[src/rtl/rhythm_judge.sv]
// Timing judge for the rhythm game: grades a button press against a note's beat
// as PERFECT, GOOD or MISS and keeps saturating score and combo counters.
module rhythm_judge #(
  parameter int LEAD_CYC    = 25_000_000,
  parameter int PERFECT_WIN = 1_250_000,
  parameter int GOOD_WIN    = 5_000_000,
  parameter int CNT_W       = 26,
  parameter int PERFECT_PTS = 100,
  parameter int GOOD_PTS    = 50,
  parameter int SCORE_W     = 16,
  parameter int COMBO_W     = 10
) (
  input  logic               i_Clk,
  input  logic               i_Rst_n,
  input  logic               i_fPush,
  input  logic               i_NoteSpawn,
  input  logic               i_Clear,
  output logic               o_ResultValid,
  output logic [1:0]         o_Result,
  output logic [SCORE_W-1:0] o_Score,
  output logic [COMBO_W-1:0] o_Combo,
  output logic [COMBO_W-1:0] o_MaxCombo,
  output logic               o_Overrun
);

  typedef enum logic {S_IDLE, S_TRACK} state_t;

  localparam logic [1:0] RES_NONE    = 2'd0;
  localparam logic [1:0] RES_PERFECT = 2'd1;
  localparam logic [1:0] RES_GOOD    = 2'd2;
  localparam logic [1:0] RES_MISS    = 2'd3;

  // Window edges expressed as absolute tracking-counter values
  localparam logic [CNT_W-1:0] PERF_LO = CNT_W'(LEAD_CYC - PERFECT_WIN);
  localparam logic [CNT_W-1:0] PERF_HI = CNT_W'(LEAD_CYC + PERFECT_WIN);
  localparam logic [CNT_W-1:0] GOOD_LO = CNT_W'(LEAD_CYC - GOOD_WIN);
  localparam logic [CNT_W-1:0] EXPIRE  = CNT_W'(LEAD_CYC + GOOD_WIN);

  localparam logic [SCORE_W:0] PERF_ADD = (SCORE_W+1)'(PERFECT_PTS);
  localparam logic [SCORE_W:0] GOOD_ADD = (SCORE_W+1)'(GOOD_PTS);

  state_t             state;
  state_t             state_next;
  logic [CNT_W-1:0]   cnt;
  logic               judge_valid;
  logic [1:0]         judge_code;
  logic [SCORE_W:0]   score_sum;
  logic [COMBO_W-1:0] combo_inc;

  always_ff @(posedge i_Clk or negedge i_Rst_n) begin
    if (!i_Rst_n) state <= S_IDLE;
    else          state <= state_next;
  end

  always_comb begin
    state_next = state;
    if (i_Clear) begin
      state_next = S_IDLE;
    end else begin
      case (state)
        S_IDLE:  if (i_NoteSpawn) state_next = S_TRACK;
        S_TRACK: if (judge_valid) state_next = S_IDLE;
        default: state_next = S_IDLE;
      endcase
    end
  end

  // Early presses (below GOOD_LO) fall through untouched; a press in the expiry cycle wins over MISS
  always_comb begin
    judge_valid = 1'b0;
    judge_code  = RES_NONE;
    score_sum   = {1'b0, o_Score};
    combo_inc   = (o_Combo == {COMBO_W{1'b1}}) ? o_Combo : o_Combo + 1'b1;
    if (!i_Clear && state == S_TRACK) begin
      if (i_fPush && cnt >= PERF_LO && cnt <= PERF_HI) begin
        judge_valid = 1'b1;
        judge_code  = RES_PERFECT;
        score_sum   = {1'b0, o_Score} + PERF_ADD;
      end else if (i_fPush && cnt >= GOOD_LO) begin
        judge_valid = 1'b1;
        judge_code  = RES_GOOD;
        score_sum   = {1'b0, o_Score} + GOOD_ADD;
      end else if (cnt == EXPIRE) begin
        judge_valid = 1'b1;
        judge_code  = RES_MISS;
      end
    end
  end

  always_ff @(posedge i_Clk or negedge i_Rst_n) begin
    if (!i_Rst_n) begin
      cnt <= '0;
    end else if (state == S_TRACK && state_next == S_TRACK) begin
      cnt <= cnt + 1'b1;
    end else begin
      cnt <= '0;
    end
  end

  always_ff @(posedge i_Clk or negedge i_Rst_n) begin
    if (!i_Rst_n) begin
      o_ResultValid <= 1'b0;
      o_Result      <= RES_NONE;
      o_Score       <= '0;
      o_Combo       <= '0;
      o_MaxCombo    <= '0;
      o_Overrun     <= 1'b0;
    end else if (i_Clear) begin
      o_ResultValid <= 1'b0;
      o_Result      <= RES_NONE;
      o_Score       <= '0;
      o_Combo       <= '0;
      o_MaxCombo    <= '0;
      o_Overrun     <= 1'b0;
    end else begin
      o_ResultValid <= judge_valid;
      if (judge_valid) begin
        o_Result <= judge_code;
        if (judge_code == RES_MISS) begin
          o_Combo <= '0;
        end else begin
          o_Score <= score_sum[SCORE_W] ? {SCORE_W{1'b1}} : score_sum[SCORE_W-1:0];
          o_Combo <= combo_inc;
          if (combo_inc > o_MaxCombo) o_MaxCombo <= combo_inc;
        end
      end
      if (state == S_TRACK && i_NoteSpawn) o_Overrun <= 1'b1;
    end
  end

endmodule

[config.mk]
export PLATFORM = sky130hd
export DESIGN_NAME = rhythm_judge
export DESIGN_NICKNAME = d
export VERILOG_FILES = /design/src/rtl/rhythm_judge.sv
export SDC_FILE = /design/constraint.sdc
export NUM_CORES = 1
export LEC_CHECK = 0
export ABC_CLOCK_PERIOD_IN_PS = 5180
export BUFFER_PORTS_ARGS = -buffer_cell sky130_fd_sc_hd__buf_2
export CAP_MARGIN = 5
export CORE_MARGIN = 10
export CORE_UTILIZATION = 65
export CTS_BUF_LIST = sky130_fd_sc_hd__clkbuf_8
export DETAILED_ROUTE_END_ITERATION = 8
export PLACE_DENSITY = 0.95
export SLEW_MARGIN = 5
export SYNTH_ARGS = -nofsm -noshare
export SYNTH_HDL_FRONTEND = slang
export SYNTH_SLANG_ARGS = --single-unit
[constraint.sdc]
create_clock -name i_Clk -period 5.18 [get_ports i_Clk]
set_input_delay 0.777 -clock i_Clk [delete_from_list [all_inputs] [get_ports i_Clk]]
set_output_delay 0.777 -clock i_Clk [all_outputs]
set_load 0.05 [all_outputs]
# Word level (Yosys, flattened, before mapping)

Cells that the tools add are included.

Flip-flop bits (word level): 67
Word-level logic and storage cells: 68
Output and inout port bits: 40
Input bits: 5

Bitwise gates (word level): 1
Eq/ne operators: 4
Mux-type cells: 33
Reductions and logical operators: 14
Add/sub/neg operators: 4
$lt $le $gt $ge: 4

Operators by type and width:

| cell                    | number |
|---|---|
| $mux W10                | 8 |
| $mux W16                | 4 |
| $ge A26 B25 Y1 const B  | 2 |
| $mux W17                | 3 |
| $add A26 B1 Y26 const B | 1 |
| $eq A26 B25 Y1 const B  | 1 |
| $le A26 B25 Y1 const B  | 1 |
| $mux W26                | 1 |
| $add A16 B6 Y17 const B | 1 |
| $add A16 B7 Y17 const B | 1 |
| $mux W2                 | 6 |
| $add A10 B1 Y10 const B | 1 |
| $eq A10 B10 Y1 const B  | 1 |
| $gt A10 B10 Y1          | 1 |
| $mux W1                 | 10 |
| $logic_and A1 B1 Y1     | 6 |
| $reduce_bool A2 Y1      | 3 |
| $reduce_and A4 Y1       | 1 |
| $reduce_bool A4 Y1      | 1 |
| $reduce_and A3 Y1       | 1 |
| $reduce_bool A3 Y1      | 1 |
| $eq A2 B2 Y1 const B    | 1 |
| $ne A2 B2 Y1 const B    | 1 |
| $pmux W1 S2             | 1 |
| other kinds (2)         | 2 |

# Logic depth before layout (Yosys ltp)

Depth after elaboration: 10
Gate-level depth with buffers: 17
Depth with buffers taken out: 16

# Worst setup path after synthesis

No wires, ideal clock.

Path type: reg2reg
Start point: register o_Combo[0]
End point: register o_MaxCombo[4]
Data required time: 5.058 ns
Data arrival time: 3.459 ns
Slack: 1.600 ns
Buffers on the path: 1
Cell stages (with the launch flop): 17
Clock period less this slack: 3.580 ns
Cell sequence: dfrtp_1 ha_1 and2_0 nand4_1 and3_1 nand3_1 xor2_1 inv_1 ha_1 nand4_1 nor2_1 a21oi_1 o211ai_1 a21o_1 nand2_1 clkbuf_1 a32o_1

Cells in the longest elaborated chain, start to end: 6

RTL lines:

| element                                                                | RTL line | source |
|---|---|---|
| from (decl)                                                            | 21       | `output logic [COMBO_W-1:0] o_Combo,` |
| from (signal assigned)                                                 | 123      | `o_Combo <= combo_inc;` |
| $add A10 B1 Y10 / $eq A10 B10 Y1 (equally long branches)               | 73       | `combo_inc = (o_Combo == {COMBO_W{1'b1}}) ? o_Combo : o_Combo + 1'b1;` |
| $mux W10 (*)                                                           | 73       |  |
| parallel branches: the longest is 4 deep, another holds $gt A10 B10 Y1 | n/a      |  |
| to (signal assigned)                                                   | 124      | `if (combo_inc > o_MaxCombo) o_MaxCombo <= combo_inc;` |
| to (decl)                                                              | 22       | `output logic [COMBO_W-1:0] o_MaxCombo,` |

Mark *: on every way between the ends. The select of a mux whose other input is x is not followed.
A chain may end at the register's enable or synchronous reset.

# Final worst setup path

Start point: register o_Combo[0]
End point: register o_MaxCombo[3]

The elaborated chain is that of the path after synthesis.

==> run summary <==
The portion of the post-synthesis area used by sequential elements is 38.9%. Together, buffers and inverters on the worst path number 1. The count of clock tree sinks is 67. The number of global-route vias before repair came out at 3743.

In this design, the stage delay of the slowest critical-path cell is 0.43 ns. The multiplexer area fraction after synthesis is 2.29%. The first TritonRoute pass finished after 5 iterations. The routability congestion estimate from global placement came out at 0.924.

The sum of net half-perimeters after detailed placement is 7530 um. CTS placed an instance of sky130_fd_sc_hd__clkbuf_8 at the clock tree root. The final-report hold violation count came out at 0. In this run the horizontal extent of the chip is 101 um. After synthesis, the cell types taking the most area are sky130_fd_sc_hd__dfrtp_1, sky130_fd_sc_hd__nor2_1, sky130_fd_sc_hd__nand2_1, sky130_fd_sc_hd__ha_1, sky130_fd_sc_hd__xor2_1. The later-pin clock latency in the skew report came out at 0.35 ns. The initial standard-cell utilization of the core came out at 67.6%.

The layout-stage area growth over the synthesis result came out at 9.39%. The post-route standard cell area excluding fillers came out at 4720 um^2. The critical path in this run is classified as flop to flop.

The die outline area is 10300 um^2. TritonCTS created 9 clock buffers. The number of synthesized register bits came out at 67. The highest net fanout along the worst path came out at 13. The count of final max-slew check failures is 0. The register clock-pin slew on the reported worst setup and hold paths came out at 0.08 ns.

The relative slew slack came out at 38.5%. The area of the mapped netlist is 4320 um^2. The share of flip-flops with an asynchronous set or reset after synthesis came out at 100%. Setup violations remaining at the end of the flow were counted as 0.

For this run, the post-layout net count is 549. The number of I/O port buffers came out at 44. By area, the combinational part of the netlist is dominated by simple AND/OR/NAND/NOR gates. After detailed routing, the number of remaining DRC violations is 0. The maximum clock rate is 0.268 GHz. Setup repair after global routing left no endpoint under its margin. Data on the critical path is required at its endpoint by 5.41 ns.

The number of stages on the worst setup path came out at 15. The number of primary I/O pins is 45. The number of cells on the worst reg-to-reg path came out at 15.

The post-route netlist has 14.8% of its cells at a drive strength greater than 1. The total overflow left after global routing is 0. The compound-gate portion of the synthesized area is 18.8%. The fraction of the mapped netlist area in simple logic gates came out at 24.2%. The tool flagged a number of max-cap violations equal to 0. Grouping stages by cell kind, the critical path spends the most delay in simple AND/OR/NAND/NOR gates. The area share of fa/ha/maj cells after synthesis came out at 4.35%. The biggest area consumer among synthesized cells is sky130_fd_sc_hd__dfrtp_1. Walking the worst path, the cells encountered are ha_1, and2_0, nand4_1, and3_1, nand3_1, xor2_1, inv_1, ha_1, nand4_1, nor2_1, a21oi_1, o211ai_1, a21o_1, nand2_1, a32o_1.

By count the netlist is led by sky130_fd_sc_hd__dfrtp_1, sky130_fd_sc_hd__nor2_1, sky130_fd_sc_hd__nand2_1. The worst hold path was traced through 2 stages. The worst hold-check path type is flop to flop. The first global-routing pass estimated 17500 um of wire. The region available for standard cell placement spans 6390 um^2. The cell area after placement came out at 4510 um^2. TritonCTS built the clock tree. The aggregate negative setup slack is 0 ns. The worst setup path is launched from a flop. The via count is 3975. The die is 101 um tall. The final worst-path cycle share is 72.1%. The maximum number of pins on one net before global-route repair came out at 68.

The transition time at the pin with the least slew margin came out at 0.923 ns. Dividing the detail-routed wire length by the instance count gives 17.5 um. The clock arrives with 0.0136 ns of skew. The synthesized netlist contains 65 unique library cells. The floorplan row count is 29. The ratio of routed vias to standard cells came out at 6.51.

The mean post-synth cell area came out at 8.63 um^2. The maximum ir drop on the vdd rail is 201 uV. The initial antenna violation count was 0. The filler cell count came out at 459. Global routing used 20.6% of the available tracks across all layers. The initial DRC count is 307. Once the clock tree was built, the setup fixing pass inserted 0 buffers. The area share of the leading cell type in the synthesized netlist is 38.9%. The net count of the mapped netlist is 520. The number of warnings printed during yosys synthesis is 0.

For this run, the leading register cell type out of synthesis is sky130_fd_sc_hd__dfrtp_1. Once detail routing completed, the nets flagged for antenna violations numbered 0. After layout, the minimum clock period comes to 3.73 ns.

sky130_fd_sc_hd__dfrtp_1 is the most common cell in the netlist. The data arrival time of the critical path is 3.96 ns. No sink is reached through more buffers than the 2 on the longest clock path.

In this run the static leakage power is 0.00217 uW. The flow ran to the end, and the final reports show no timing, DRC or antenna violations. The maximum level of the CTS H-tree is 3.

The hold buffer count at CTS is 0. The final routed wirelength across all metal layers is 10700 um. Post-CTS repair changed the size of 0 cells. The largest individual stage delay along the critical path comes from the cell sky130_fd_sc_hd__dfrtp_1. The post-synthesis cell count came out at 500. The antenna diode instance count is 0. The number of enable-type register cells in the synthesized netlist is 0. In this run the power density over the cells is 219 nW/um^2. The synthesized-area fraction occupied by xor and xnor cells came out at 6.49%. The endpoint class of the critical path is a flop.
-- worst register-to-register path, delay by kind of cell (launching register included) --
family | cells | cell delay (ns)
buffers and inverters | 1 | 0.07
AO/OA/AOI/OAI | 4 | 0.72
XOR/XNOR | 1 | 0.26
adder cells (fa/ha/maj) | 2 | 0.50
flip-flops | 1 | 0.43
AND/OR/NAND/NOR | 7 | 1.65
-- layer usage --
layer	vias up	track usage, %	wire, um
met3	31	4.77	903
met1	1906	25.1	4410
li1	1836	-	-
met5	-	0	0
met4	0	10.3	294
met2	202	33.5	5080
-- cells by family (layout without fill, tap and decap cells) --
family / count (synthesis) / in the layout
compound gates: 119 / 119
xor+xnor: 32 / 32
fa+ha+maj: 15 / 15
buf+inv: 51 / 85
flops: 67 / 67
mux: 7 / 7
simple gates: 209 / 209
-- where the power goes --
| part | total [uW] | internal [uW] | switching (uW) |
|---|---|---|---|
| clock | 467 | 266 | 201 |
| sequential | 529 | 525 | 3.81 |
| combinational | 39.1 | 7.21 | 31.9 |
| total | 1040 | 798 | 237 |
-- sequential cells by signal (all words and copies together), names as in the netlist --
name	cells
o_ResultValid	1
cnt	26
o_Overrun	1
o_Combo	10
o_MaxCombo	10
state	1
o_Result	2
o_Score	16
-- worst paths after layout --
path                          startpoint            end  slack, ns
setup / recovery              o_Combo[0]  o_MaxCombo[3]       1.45
max in group asynchronous        i_Rst_n        cnt[16]       4.01
setup reg to reg              o_Combo[0]  o_MaxCombo[3]       1.45
hold reg to reg            o_MaxCombo[8]  o_MaxCombo[8]       0.52
min in group asynchronous        i_Rst_n  o_MaxCombo[0]       0.62
hold / removal             o_MaxCombo[8]  o_MaxCombo[8]       0.52
-- placed cells by master, fill, tap and decap left out, drive strengths merged, types with 6 or more instances in the layout --
cell / n
xor2: 20
a21oi: 32
clkbuf: 9
buf: 45
and3: 17
nand4: 13
xnor2: 12
dfrtp: 67
nand3: 22
a211o: 8
o21ai: 25
nor3: 13
inv: 26
a21o: 9
ha: 15
nand2b: 6
nand2: 52
nor2: 60
a211oi: 6
-- stage by stage --
step                hold WS, ns  utilization [%]  cells  total power [uW]  worst slack (ns)
finish                    0.521             73.9    611              1040              1.45
CTS                       0.516             73.9    611              1040              1.47
detailed placement        0.500             70.7    595               578              1.51
global placement          0.482             70.7    595               576              1.72
floorplan                 0.476                -    500               558              1.60
global route              0.549             73.9    611              1060              1.06
-- final cells by class --
class                   instances  area (um^2)  area share, %
clock buffers                   9          124           2.62
clock inverters                 7         85.1           1.80
inverters                      24         90.1           1.91
multi-input cells             382         2420           51.3
flip-flops and latches         67         1680           35.5
well taps                      77         96.3           2.04
repair buffers                 45          228           4.82
Note: power is estimated with default switching activity, not from simulation.
